===== config.mk =====
export PLATFORM = sky130hd
export DESIGN_NAME = vga_timing
export DESIGN_NICKNAME = d
export VERILOG_FILES = /design/src/rtl/vga_pkg.sv /design/src/rtl/vga_timing_clk_en_div.sv /design/src/rtl/vga_timing.sv
export SDC_FILE = /design/constraint.sdc
export NUM_CORES = 1
export LEC_CHECK = 0
export CORE_MARGIN = 2
export CORE_UTILIZATION = 45
export CTS_CLUSTER_DIAMETER = 30
export CTS_CLUSTER_SIZE = 20
export DETAILED_ROUTE_END_ITERATION = 16
export HOLD_SLACK_MARGIN = 0.02
export PLACE_DENSITY = 0.73
export SLEW_MARGIN = 20
export SYNTH_ARGS = -nofsm -noshare
export SYNTH_HDL_FRONTEND = slang
export SYNTH_HIERARCHICAL = 1
export SYNTH_SLANG_ARGS = --single-unit

===== constraint.sdc =====
create_clock -name CLK -period 1.9 [get_ports CLK]
set_clock_uncertainty 0.1 [all_clocks]
set_input_delay 0.38 -clock CLK [delete_from_list [all_inputs] [get_ports CLK]]
set_output_delay 0.38 -clock CLK [all_outputs]
set_load 0.005 [all_outputs]

===== src/rtl/vga_pkg.sv =====
// vga_pkg
// Shared definitions for the VGA pixel path:
//   - the default 640x480@60 timing constants,
//   - the 3-3-2 colour widths and the coordinate counter width,
//   - the helper that turns the four segment lengths into a total,
//   - the per-pixel control bundle carried down the output pipeline.
package vga_pkg;

    // Default horizontal timing, in pixels.
    localparam int unsigned H_VISIBLE_DEF = 640;
    localparam int unsigned H_FP_DEF      = 16;
    localparam int unsigned H_SYNC_DEF    = 96;
    localparam int unsigned H_BP_DEF      = 48;

    // Default vertical timing, in lines.
    localparam int unsigned V_VISIBLE_DEF = 480;
    localparam int unsigned V_FP_DEF      = 10;
    localparam int unsigned V_SYNC_DEF    = 2;
    localparam int unsigned V_BP_DEF      = 33;

    // Colour channel widths (3-3-2 RGB) and the PIX/LINE counter width.
    localparam int unsigned R_W   = 3;
    localparam int unsigned G_W   = 3;
    localparam int unsigned B_W   = 2;
    localparam int unsigned CNT_W = 10;

    // Total period of one axis: visible + front porch + sync + back porch.
    function automatic int unsigned timing_total(
        input int unsigned visible,
        input int unsigned fp,
        input int unsigned sync,
        input int unsigned bp
    );
        return visible + fp + sync + bp;
    endfunction

    // Blanking and sync state of one pixel, delayed alongside its colour.
    typedef struct packed {
        logic de;
        logic hs;
        logic vs;
    } vga_ctl_t;

endpackage


===== src/rtl/vga_timing_clk_en_div.sv =====
// clk_en_div
// Divides the system clock into a one-cycle enable pulse every CLK_DIV
// cycles. The enable is registered, so it rises in the cycle after the
// counter reaches CLK_DIV-1. With CLK_DIV = 1 the enable stays high
// from the first edge after reset release.
// Ports:
//   clk_i    in   system clock
//   rst_n_i  in   asynchronous active-low reset
//   ce_o     out  registered enable pulse
module clk_en_div #(
    parameter int unsigned CLK_DIV = 2
) (
    input  logic clk_i,
    input  logic rst_n_i,
    output logic ce_o
);

    // Four bits cover the full 1..16 divide range.
    localparam logic [3:0] DIV_LAST = 4'(CLK_DIV - 1);

    logic [3:0] div_cnt_q;
    logic [3:0] div_cnt_d;
    logic       ce_q;
    logic       ce_d;

    // Next-state for the divide counter and the enable it produces.
    always_comb begin
        div_cnt_d = div_cnt_q;
        ce_d      = 1'b0;
        if (div_cnt_q == DIV_LAST) begin
            div_cnt_d = 4'd0;
            ce_d      = 1'b1;
        end else begin
            div_cnt_d = div_cnt_q + 4'd1;
            ce_d      = 1'b0;
        end
    end

    // Counter and enable registers.
    always_ff @(posedge clk_i or negedge rst_n_i) begin
        if (!rst_n_i) begin
            div_cnt_q <= 4'd0;
            ce_q      <= 1'b0;
        end else begin
            div_cnt_q <= div_cnt_d;
            ce_q      <= ce_d;
        end
    end

    assign ce_o = ce_q;

endmodule


===== src/rtl/vga_timing.sv =====
// vga_timing
// Pixel-timing engine and output stage of the VGA path. It generates the
// pixel enable and the PIX/LINE coordinates for the image source. It then
// pipelines the blanking/sync decode by two enable periods, so that it
// lines up with the colour the source returns one period after each
// coordinate, and drives the connector pins.
// Ports:
//   CLK, RST_N            clock, asynchronous active-low reset
//   CE                    pixel enable for the image source
//   PIX, LINE             current horizontal / vertical coordinate
//   R_IN, G_IN, B_IN      source colour for the previous coordinate
//   VGA_R, VGA_G, VGA_B   pin colour, zero outside the visible area
//   HSYNC, VSYNC          sync pulses, active at level SYNC_ACT
//   FRAME                 high while PIX = 0 and LINE = 0
module vga_timing
    import vga_pkg::*;
#(
    parameter int unsigned CLK_DIV   = 2,
    parameter int unsigned H_VISIBLE = H_VISIBLE_DEF,
    parameter int unsigned H_FP      = H_FP_DEF,
    parameter int unsigned H_SYNC    = H_SYNC_DEF,
    parameter int unsigned H_BP      = H_BP_DEF,
    parameter int unsigned V_VISIBLE = V_VISIBLE_DEF,
    parameter int unsigned V_FP      = V_FP_DEF,
    parameter int unsigned V_SYNC    = V_SYNC_DEF,
    parameter int unsigned V_BP      = V_BP_DEF,
    parameter logic        SYNC_ACT  = 1'b0
) (
    input  logic             CLK,
    input  logic             RST_N,
    output logic             CE,
    output logic [CNT_W-1:0] PIX,
    output logic [CNT_W-1:0] LINE,
    input  logic [R_W-1:0]   R_IN,
    input  logic [G_W-1:0]   G_IN,
    input  logic [B_W-1:0]   B_IN,
    output logic [R_W-1:0]   VGA_R,
    output logic [G_W-1:0]   VGA_G,
    output logic [B_W-1:0]   VGA_B,
    output logic             HSYNC,
    output logic             VSYNC,
    output logic             FRAME
);

    localparam int unsigned H_TOTAL = timing_total(H_VISIBLE, H_FP, H_SYNC, H_BP);
    localparam int unsigned V_TOTAL = timing_total(V_VISIBLE, V_FP, V_SYNC, V_BP);

    localparam logic [CNT_W-1:0] H_LAST     = CNT_W'(H_TOTAL - 1);
    localparam logic [CNT_W-1:0] V_LAST     = CNT_W'(V_TOTAL - 1);
    localparam logic [CNT_W-1:0] H_VIS      = CNT_W'(H_VISIBLE);
    localparam logic [CNT_W-1:0] V_VIS      = CNT_W'(V_VISIBLE);
    localparam logic [CNT_W-1:0] H_SYNC_BEG = CNT_W'(H_VISIBLE + H_FP);
    localparam logic [CNT_W-1:0] H_SYNC_END = CNT_W'(H_VISIBLE + H_FP + H_SYNC);
    localparam logic [CNT_W-1:0] V_SYNC_BEG = CNT_W'(V_VISIBLE + V_FP);
    localparam logic [CNT_W-1:0] V_SYNC_END = CNT_W'(V_VISIBLE + V_FP + V_SYNC);

    logic             ce_s;
    logic [CNT_W-1:0] pix_q;
    logic [CNT_W-1:0] pix_d;
    logic [CNT_W-1:0] line_q;
    logic [CNT_W-1:0] line_d;
    vga_ctl_t         ctl0_s;
    vga_ctl_t         ctl1_q;
    logic [R_W-1:0]   vga_r_q;
    logic [R_W-1:0]   vga_r_d;
    logic [G_W-1:0]   vga_g_q;
    logic [G_W-1:0]   vga_g_d;
    logic [B_W-1:0]   vga_b_q;
    logic [B_W-1:0]   vga_b_d;
    logic             hsync_q;
    logic             hsync_d;
    logic             vsync_q;
    logic             vsync_d;

    clk_en_div #(
        .CLK_DIV (CLK_DIV)
    ) u_clk_en_div (
        .clk_i   (CLK),
        .rst_n_i (RST_N),
        .ce_o    (ce_s)
    );

    // Next coordinate: PIX wraps at the end of a line and carries into LINE.
    always_comb begin
        pix_d  = pix_q;
        line_d = line_q;
        if (ce_s) begin
            if (pix_q == H_LAST) begin
                pix_d = {CNT_W{1'b0}};
                if (line_q == V_LAST) begin
                    line_d = {CNT_W{1'b0}};
                end else begin
                    line_d = line_q + CNT_W'(1);
                end
            end else begin
                pix_d = pix_q + CNT_W'(1);
            end
        end else begin
            pix_d  = pix_q;
            line_d = line_q;
        end
    end

    // Coordinate registers.
    always_ff @(posedge CLK or negedge RST_N) begin
        if (!RST_N) begin
            pix_q  <= {CNT_W{1'b0}};
            line_q <= {CNT_W{1'b0}};
        end else begin
            pix_q  <= pix_d;
            line_q <= line_d;
        end
    end

    // Blanking and sync decode of the current coordinate.
    always_comb begin
        ctl0_s.de = (pix_q < H_VIS) && (line_q < V_VIS);
        ctl0_s.hs = (pix_q >= H_SYNC_BEG) && (pix_q < H_SYNC_END);
        ctl0_s.vs = (line_q >= V_SYNC_BEG) && (line_q < V_SYNC_END);
    end

    // Stage 1: hold the decode for one period while the source fetches the colour.
    always_ff @(posedge CLK or negedge RST_N) begin
        if (!RST_N) begin
            ctl1_q <= '{de: 1'b0, hs: 1'b0, vs: 1'b0};
        end else if (ce_s) begin
            ctl1_q <= ctl0_s;
        end else begin
            ctl1_q <= ctl1_q;
        end
    end

    // Stage 2 inputs: blank the colour and map sync onto the pin polarity.
    always_comb begin
        if (ctl1_q.de) begin
            vga_r_d = R_IN;
            vga_g_d = G_IN;
            vga_b_d = B_IN;
        end else begin
            vga_r_d = {R_W{1'b0}};
            vga_g_d = {G_W{1'b0}};
            vga_b_d = {B_W{1'b0}};
        end
        hsync_d = ctl1_q.hs ? SYNC_ACT : ~SYNC_ACT;
        vsync_d = ctl1_q.vs ? SYNC_ACT : ~SYNC_ACT;
    end

    // Stage 2: pin registers, colour and sync for the same coordinate.
    always_ff @(posedge CLK or negedge RST_N) begin
        if (!RST_N) begin
            vga_r_q <= {R_W{1'b0}};
            vga_g_q <= {G_W{1'b0}};
            vga_b_q <= {B_W{1'b0}};
            hsync_q <= ~SYNC_ACT;
            vsync_q <= ~SYNC_ACT;
        end else if (ce_s) begin
            vga_r_q <= vga_r_d;
            vga_g_q <= vga_g_d;
            vga_b_q <= vga_b_d;
            hsync_q <= hsync_d;
            vsync_q <= vsync_d;
        end else begin
            vga_r_q <= vga_r_q;
            vga_g_q <= vga_g_q;
            vga_b_q <= vga_b_q;
            hsync_q <= hsync_q;
            vsync_q <= vsync_q;
        end
    end

    assign CE    = ce_s;
    assign PIX   = pix_q;
    assign LINE  = line_q;
    assign VGA_R = vga_r_q;
    assign VGA_G = vga_g_q;
    assign VGA_B = vga_b_q;
    assign HSYNC = hsync_q;
    assign VSYNC = vsync_q;
    // FRAME follows the counters directly, so it also reads high during reset.
    assign FRAME = (pix_q == {CNT_W{1'b0}}) && (line_q == {CNT_W{1'b0}});

endmodule


Yosys cells after proc, flatten, opt, wreduce, memory -nomap -nowiden
Index checks and enable logic that the tools add are counted. W data, S select, Z words.

Add/subtract/negate cells: 3. Muxes and demuxes: 9. Reduce and logical (&&, ||, !) cells: 7. Magnitude comparators: 6. Equal/unequal tests: 3.

Operator list (number): $add A10 B1 Y10 const B (2); $eq A10 B10 Y1 const B (2); $logic_not A10 Y1 (2); $lt A10 B10 Y1 const B (2); $lt A10 B9 Y1 const B (2); $mux W10 (2); $ge A10 B10 Y1 const B (1); $ge A10 B9 Y1 const B (1); $mux W3 (2); $add A4 B1 Y4 const B (1); $eq A4 B1 Y1 const B (1); $logic_and A1 B1 Y1 (4); $mux W4 (1); $mux W1 (3); $mux W2 (1); $reduce_and A2 Y1 (1).

Input port bits: 10. Output and inout bits: 32. Word-level logic and storage cells: 40. Register bits after elaboration: 38.

Longest topological paths before layout
Gate-level depths: netlist of run 1.

Depth in word-level cells: 2. Gate-level depth with buffers: 6. Gate-level depth less buffers: 6.

Modules after synthesis
The synthesis of run 1 kept the hierarchy.

By module, submodules not included: vga_timing (area each 1646.6 µm², cells an instance 164, sequential area each 828.3 µm², instances 1); clk_en_div (area each 181.4 µm², cells an instance 15, sequential area each 125.1 µm², instances 1).

Worst setup path before layout of run 1
No wires, ideal clock.

Kind: register -> output. From: register pix_q[6], in the netlist PIX[6]. To: output FRAME. Data arrival time: 1213 ps. Cell stages (with the launch flop): 5. Setup slack: 207 ps. Path buffers: 0. Required time: 1420 ps. Cell sequence: dfrtp_1 or2_4 nor3_1 nand4_1 nor4_1.

Cells in the longest elaborated chain, start to end: 2.

Ends and longest elaborated chain: start, declared (line vga_timing.sv:58) `logic [CNT_W-1:0] pix_q;`; start signal, assigned (line vga_timing.sv:107) `pix_q <= {CNT_W{1'b0}};`; start signal, assigned (line vga_timing.sv:110) `pix_q <= pix_d;`; $logic_not A10 Y1 (line vga_timing.sv:180) `assign FRAME = (pix_q == {CNT_W{1'b0}}) && (line_q == {CNT_W{1'b0}});`; $logic_and A1 B1 Y1 (line vga_timing.sv:180); end, declared (line vga_timing.sv:42) `output logic FRAME`.

Every way passes these cells.

Worst setup path after layout of run 1
From: register line_q[5], in the netlist LINE[5]. To: output FRAME.

Cells in the longest elaborated chain, start to end: 2.

Ends and longest elaborated chain: start, declared (line vga_timing.sv:60) `logic [CNT_W-1:0] line_q;`; start signal, assigned (line vga_timing.sv:108) `line_q <= {CNT_W{1'b0}};`; start signal, assigned (line vga_timing.sv:111) `line_q <= line_d;`; $logic_not A10 Y1 (line vga_timing.sv:180); $logic_and A1 B1 Y1 (line vga_timing.sv:180).

Every way passes these cells.

==> impl_results.rst, run 1 <==
.. list-table::
   :header-rows: 1

   * - Metric
     - Value
   * - Run status
     - complete, but fails checks
   * - Violated checks
     - negative setup slack
   * - Worst-skew pair later-pin latency
     - 300 ps
   * - Final weighted congestion of routability-driven global placement
     - between 0.8 and 0.9
   * - Effective utilization at floorplan
     - between 40% and 50%
   * - Maximum fanout count along the critical path
     - 2
   * - Clock Sink Count
     - 38
   * - Post-route fraction of the period consumed by the critical path
     - 108%
   * - Area after DPL
     - ~2500 µm²
   * - Setup total negative slack
     - -160 ps
   * - Cell area after synthesis
     - ~1800 µm²
   * - Via count of the first global-routing pass
     - approximately 1400
   * - Number of nets produced by synthesis
     - slightly below 200
   * - Residual DRC
     - 0
   * - Post-synth EDFFs
     - 0
   * - Library cells used by synthesis
     - 37
   * - Number of buffers inserted during clock tree synthesis
     - 5
   * - Leak pwr
     - ~1.2 nW
   * - Flop and latch count out of synthesis
     - 38
   * - Main synth FF type
     - dfrtp_1
   * - Combinational family with the most area after synthesis
     - simple AND/OR/NAND/NOR gates
   * - Multi-input logic area
     - 806 µm²
   * - Total number of nets in the final design
     - approximately 270
   * - Count of final max-slew check failures
     - 0
   * - Total gr overflow
     - 0
   * - Global-route wire length before repair
     - 6.74 mm
   * - CP Data Required Time
     - 1420 ps
   * - Mux cell area share after synthesis
     - between 2 and 2.5%
   * - FF-to-FF setup slack
     - between 100 and 150 ps
   * - Number of antenna repair diodes
     - 0
   * - Clock transition time at the flip-flop clock pins of the worst setup and hold paths
     - approximately 80 ps
   * - Number of vias in the routed layout
     - 1550
   * - Slew headroom
     - between 60% and 70%
   * - Arrival time at the worst endpoint
     - roughly 1600 ps
   * - Post-route minimum period
     - ~2000 ps
   * - Via density per instance
     - 5.10
   * - Most common cell in the netlist
     - dfrtp_1
   * - Number of port buffers
     - 41
   * - CTS tree
     - done
   * - Synthesized netlist cell count
     - approximately 180
   * - Share of post-route cells with drive strength above 1
     - about 20%
   * - Num ports
     - 42
   * - Half-perimeter wire length after detailed placement
     - 2.96 mm
   * - Achievable Freq
     - 485 MHz
   * - Mean Syn Cell Area
     - around 10 µm²
   * - Final count of negative-setup-slack endpoints
     - 1
   * - Drt first pass iters
     - 4
   * - Pwr per Cell Area
     - approximately 640 nW/µm²
   * - Max Buffers Root-to-Sink
     - 2
   * - Antenna violations before repair
     - 0
   * - Critical path type
     - reg2out
   * - Post-route antenna net violation count
     - 0
   * - Xor and xnor fraction of the mapped netlist area
     - under 10%
   * - Count of filler cells inserted in the layout
     - 326
   * - Dominant cells by area after synthesis
     - dfrtp_1 49%, nand3_1 5.2%, o21ai_0 5.2%
   * - CTS H-tree depth
     - 2
   * - Actual transition at the worst max-transition pin
     - about 460 ps
   * - Ranking of synthesized cells by instance count
     - 36 x dfrtp_1, 19 x nand3_1, 19 x o21ai_0
   * - Total global-route track usage
     - ~20%
   * - Cell type with the highest aggregate area in the netlist
     - dfrtp_1
   * - Pin count of the biggest net entering global routing
     - 28
   * - Category of the worst setup path capture point
     - output pin
   * - Area of the die
     - about 4600 µm²
   * - Synth Area in Adders
     - 2.74%
   * - Class of the tightest hold or removal check
     - reg2reg
   * - Width of the chip
     - about 68 µm
   * - Worst ir drop on vdd
     - ~610 µV
   * - Die height
     - around 68 µm
   * - Synth Area in Compound Gates
     - just under 9%
   * - First DRT Iteration DRCs
     - 38
   * - Unrepaired setup endpoints after global routing
     - true
   * - Reg area
     - ~950 µm²
   * - Critical Path Source Type
     - register
   * - Routed wirelength normalized by instance count
     - about 13 µm
   * - Root buffer selected by CTS
     - clkbuf_8
   * - Final Worst Setup Slack
     - -160 ps
   * - Synth Area in Simple Gates
     - 23.6%
   * - Area growth, synth to finish
     - 46.7%
   * - Proportion of synthesized flip-flops having asynchronous set or reset
     - 100%
   * - Post-layout instance area
     - 2680 µm²
   * - Ys Warns
     - 6
   * - Routed WL
     - around 4.1 mm
   * - Final Hold Violating Endpoints
     - 0
   * - Std-Cell Core Area
     - about 4000 µm²
   * - Synth top area share
     - approximately 50%
   * - Number of max-cap violations
     - 0
   * - Fin util
     - a little under 70%
   * - Rows
     - 23
   * - Sequential element share of the synthesized area
     - between 50% and 60%
-- through the flow --
step                setup slack, ps  power (mW)  hold slack [ps]  std cells
floorplan                       207       0.844            -15.6        179
global placement               -294       0.900              260        293
detailed placement             -311       0.900              257        293
CTS                            -174        1.72              322        303
global route                   -264        1.77              344        304
finish                         -160        1.71              314        304
-- timing repair --
action / CTS / global route
pin swaps: 3 / 2
gates cloned: 0 / 0
hold buffers: 1 / 0
setup buffers: 1 / 1
setup endpoints to repair: 1 / 9
hold endpoints to repair: 18 / 0
resized for setup: 5 / 5
-- cell type report --
type                    instances  share of cell area [%]
clock buffers                   5                    2.57
clock inverters                 3                    2.57
inverters                      18                    2.52
multi-input cells             118                    30.0
flip-flops and latches         38                    35.6
well taps                      50                    2.33
repair buffers                 72                    24.4
-- worst max-delay path: stages, from the launching register on --
cell,delay (ps)
dfrtp_1,390
nor4_2,300
buf_4,160
nand4_1,90
nor4_1,180
buf_2,160
-- sequential cells by signal (all words and copies together), names as in the netlist --
register,cells
VGA_R,3
LINE,10
VSYNC,1
ctl1_q,3
VGA_G,3
HSYNC,1
u_clk_en_div/ce_o,1
u_clk_en_div/div_cnt_q,4
VGA_B,2
PIX,10
-- cell families (layout without fill, tap and decap cells) --
group                    Yosys count  count (layout)
adder cells (fa/ha/maj)            4               4
AO/OA/AOI/OAI                     27              27
AND/OR/NAND/NOR                   71              71
flip-flops                        38              38
multiplexers                       4               4
XOR/XNOR                          12              12
buffers and inverters             23              98
-- final timing paths --
path,from,endpoint,cells after the start
hold reg to reg,ctl1_q[0],VSYNC,1
max in group asynchronous,RST_N,HSYNC,3
setup / recovery,LINE[5],FRAME,5
min in group asynchronous,RST_N,LINE[3],2
setup reg to reg,PIX[0],LINE[2],6
hold / removal,ctl1_q[0],VSYNC,1
-- layout by cell type, fill, tap and decap left out, types with 2 or more instances in the layout --
cell type	Yosys	routed
buf_2	1	2
nor4_1	4	3
o21ai_0	19	19
and4b_1	2	2
xor2_1	3	3
nand2_1	10	10
inv_1	18	18
nand3_1	19	19
ha_1	4	3
nand4_1	7	7
a21o_1	2	2
dfstp_2	2	2
bufinv_16	0	2
nand4b_1	3	3
mux2i_1	3	3
nand2b_1	3	3
and3_1	4	4
nor3_1	4	4
nor2_1	6	6
dfrtp_1	36	35
clkbuf_8	0	5
clkdlybuf4s50_1	0	38
buf_4	0	28
xnor2_1	9	9
-- power breakdown --
part / internal, mW / leakage [nW] / switching, mW
sequential: 0.817 / 0.484 / 0.00396
clock: 0.526 / 0.0683 / 0.297
combinational: 0.0373 / 0.658 / 0.0260
total: 1.38 / 1.21 / 0.327
-- per-layer routing --
metal	global-route usage, %	share of wire [%]
met3	5.50	7.0
met1	26.8	44
met2	31.6	47
met4	7.91	1.7
met5	0	0
(Power assumes the default switching activity.)
==> run 2, diff against run 1 <==
--- a/config.mk
+++ b/config.mk
@@ -5,13 +5,14 @@
 export SDC_FILE = /design/constraint.sdc
 export NUM_CORES = 1
 export LEC_CHECK = 0
+export ABC_AREA = 1
 export CORE_MARGIN = 2
 export CORE_UTILIZATION = 45
 export CTS_CLUSTER_DIAMETER = 30
 export CTS_CLUSTER_SIZE = 20
 export DETAILED_ROUTE_END_ITERATION = 16
 export HOLD_SLACK_MARGIN = 0.02
-export PLACE_DENSITY = 0.73
+export PLACE_DENSITY = 0.71
 export SLEW_MARGIN = 20
 export SYNTH_ARGS = -nofsm -noshare
 export SYNTH_HDL_FRONTEND = slang
==> run 2 against run 1 <==
The run still ends with negative setup slack left. Sequential cell count did not move. Setup slack improved by 140 ps. Wire length rose by 18%. Non-clock buffer count fell by 2. Highest routed layer unchanged.
==> impl_results.rst, run 2 <==
.. list-table::
   :header-rows: 1

   * - Metric
     - Value
   * - Run status
     - complete, but fails checks
   * - Violated checks
     - negative setup slack
   * - Mean Syn Cell Area
     - 7.84 µm²
   * - Width of the chip
     - 70.8 µm
   * - Number of nets produced by synthesis
     - 270
   * - Routed WL
     - roughly 4.8 mm
   * - Flop and latch count out of synthesis
     - 38
   * - Share of post-route cells with drive strength above 1
     - between 20% and 30%
   * - Actual transition at the worst max-transition pin
     - approximately 480 ps
   * - Post-route fraction of the period consumed by the critical path
     - 101%
   * - Critical path origin
     - LINE[0]
   * - CTS tree
     - done
   * - Routed wirelength normalized by instance count
     - 12.6 µm
   * - Pwr per Cell Area
     - 607 nW/µm²
   * - Final weighted congestion of routability-driven global placement
     - roughly 0.84
   * - Number of port buffers
     - 41
   * - Worst-skew pair later-pin latency
     - between 200 and 300 ps
   * - Maximum fanout count along the critical path
     - 3
   * - Half-perimeter wire length after detailed placement
     - 3.59 mm
   * - Unrepaired setup endpoints after global routing
     - true
   * - Routing usage on met3
     - around 3%
   * - Clock Sink Count
     - 38
   * - Library cells used by synthesis
     - 31
   * - Count of final max-slew check failures
     - 0
   * - Hold bufs inserted after CTS
     - 0
   * - Standard cell with the maximum stage delay on the critical path
     - dfrtp_1
   * - Category of the worst setup path capture point
     - output pin
   * - FF-to-FF setup slack
     - 250 ps
   * - Post-route minimum period
     - 1920 ps
   * - GRT busiest layer
     - met2
   * - Total stage count of the critical path
     - 7
   * - Ranking of synthesized cells by instance count
     - 68 x nand2_1, 36 x dfrtp_1, 31 x inv_1
   * - Post-synth EDFFs
     - 0
   * - Worst-path cell chain
     - inv_2 -> ha_4 -> inv_2 -> nor2_4 -> nand3_2 -> nor3_2 -> buf_2
   * - Antenna violations before repair
     - 0
   * - Num ports
     - 42
   * - Final Worst Setup Slack
     - -18.0 ps
   * - Final Hold Violating Endpoints
     - 0
   * - Total chip power
     - approximately 1.7 mW
   * - Via density per instance
     - around 5.0
   * - FF-to-FF Start
     - LINE[0]
   * - Slew headroom
     - 68.1%
   * - Achievable Freq
     - ~520 MHz
   * - Std-Cell Core Area
     - ~4300 µm²
   * - Most common cell in the netlist
     - nand2_1
   * - Setup crit end
     - FRAME
   * - Root buffer selected by CTS
     - clkbuf_8
   * - Die height
     - between 70 and 80 µm
   * - Number of antenna repair diodes
     - 0
   * - R2r endpoint
     - LINE[8]
   * - Number of vias in the routed layout
     - 1892
   * - Met2 track utilization from global routing
     - between 30% and 40%
   * - Dominant cell type by count on the critical path
     - inv_2
   * - Proportion of synthesized flip-flops having asynchronous set or reset
     - 100%
   * - Post-route antenna net violation count
     - 0
   * - Cell type with the highest aggregate area in the netlist
     - dfrtp_1
   * - Main synth FF type
     - dfrtp_1
   * - Number of buffers and inverters on the critical path
     - 3
   * - Max Buffers Root-to-Sink
     - 2
   * - Global Route met1 Usage
     - between 20% and 30%
   * - Leading cell type in the layout, fill and taps excluded
     - nand2_1
   * - Most used cells in the layout excluding fill and tap cells
     - 68 x nand2_1, 39 x clkdlybuf4s50_1, 36 x dfrtp_1
   * - Worst ir drop on vdd
     - about 490 µV
   * - Synth top area share
     - 44.9%
   * - Via count of the first global-routing pass
     - around 1800
   * - First DRT Iteration DRCs
     - approximately 120
   * - Critical path type
     - reg2out
   * - Critical Path Source Type
     - register
   * - Number of buffers inserted during clock tree synthesis
     - 5
   * - Largest delay share family, worst path
     - flip-flops
   * - Cells on worst reg2reg path
     - 10
   * - Number of max-cap violations
     - 0
   * - Area of the die
     - 5010 µm²
   * - Cell area after synthesis
     - about 2000 µm²
   * - CP Data Required Time
     - between 1000 and 1500 ps
   * - Drt first pass iters
     - 4
   * - Worst setup slack after placement
     - -233 ps
   * - CTS H-tree depth
     - 2
   * - Dominant cells by area after synthesis
     - dfrtp_1 45%, nand2_1 13%, nand3_1 6.5%
   * - Clock transition time at the flip-flop clock pins of the worst setup and hold paths
     - 80 ps
   * - Class of the tightest hold or removal check
     - in2async
   * - Total number of nets in the final design
     - between 300 and 400
   * - Slowest stage delay, CP
     - ~400 ps
   * - Final count of negative-setup-slack endpoints
     - 1
   * - Total global-route track usage
     - around a fifth
   * - Synthesized netlist cell count
     - around 260
   * - Area growth, synth to finish
     - 41.6%
   * - Rows
     - 24
   * - Worst Hold Margin
     - between 30 and 40 ps
   * - Effective utilization at floorplan
     - 46.4%
   * - Residual DRC
     - 0
   * - Pin count of the biggest net entering global routing
     - 39
   * - Total gr overflow
     - 0
   * - Leak pwr
     - between 1 and 1.5 nW
   * - Global-route wire length before repair
     - 8.27 mm
   * - Arrival time at the worst endpoint
     - ~1400 ps
   * - Sequential element share of the synthesized area
     - 47.5%
   * - Ys Warns
     - 6
[run 2: per-layer routing]
layer	part of all wire, %	up-vias	wire length, µm
met5	0	-	0
li1	-	955	-
met1	44	892	2140
met4	0.58	0	28
met3	4.0	2	194
met2	51	43	2440
[run 2: worst reg2reg max path, cell delays in order (launching register included)]
cell and delay, ps:
dfrtp_1 380, buf_4 120, buf_4 110, ha_1 220
nand2_1 70, nor2_1 170, nand2_1 130, inv_1 70
nand2_1 50, nor2_1 90, nor2_1 50
[run 2: report_power, final]
part | internal (mW) | switching (mW)
combinational | 0.0343 | 0.0257
clock | 0.560 | 0.285
sequential | 0.817 | 0.00449
total | 1.41 | 0.315
[run 2: through the flow]
step	utilization, %	instances	setup TNS, ps	area (µm²)
CTS	65.3	380	-7.89	2820
global placement	61.5	372	-169	2660
finish	65.8	382	-18.0	2840
detailed placement	61.5	372	-233	2660
floorplan	-	256	0	2010
global route	65.8	382	-85.0	2840
[run 2: layout make-up]
| type | instances | area [µm²] |
|---|---|---|
| well taps | 52 | 65.1 |
| clock inverters | 2 | 60.1 |
| multi-input cells | 179 | 933 |
| inverters | 35 | 131 |
| flip-flops and latches | 38 | 953 |
| repair buffers | 70 | 618 |
| fillers | 382 | 1480 |
| clock buffers | 6 | 82.6 |
[run 2: worst min-delay path by stage]
stage	end	slack, ps	start	depth (start not counted)
5_1_grt	LINE[3]	90	RST_N	2
3_3_place_gp	VSYNC	310	ctl1_q[0]	1
4_1_cts	LINE[3]	50	RST_N	2
3_5_place_dp	HSYNC	330	ctl1_q[1]	1
6_report	LINE[3]	30	RST_N	2
2_1_floorplan	LINE[0]	-20	RST_N	0
[run 2: cells by family (layout without fill, tap and decap cells)]
kind of cell,after synthesis,count (layout),synth area share [%]
buffers and inverters,39,113,7.54
DFF,38,38,47.5
and+or+nand+nor,153,153,36.3
AOI/OAI and AO/OA,20,20,5.30
adders and majority gates,4,4,2.49
xor gates and xnor gates,2,2,0.872
[run 2: timing repair]
item | CTS | global route
hold endpoints to repair | 0 | 0
gates resized for setup | 12 | 1
pin swaps | 3 | 3
setup buffers | 0 | 2
endpoints found under the setup margin | 1 | 1
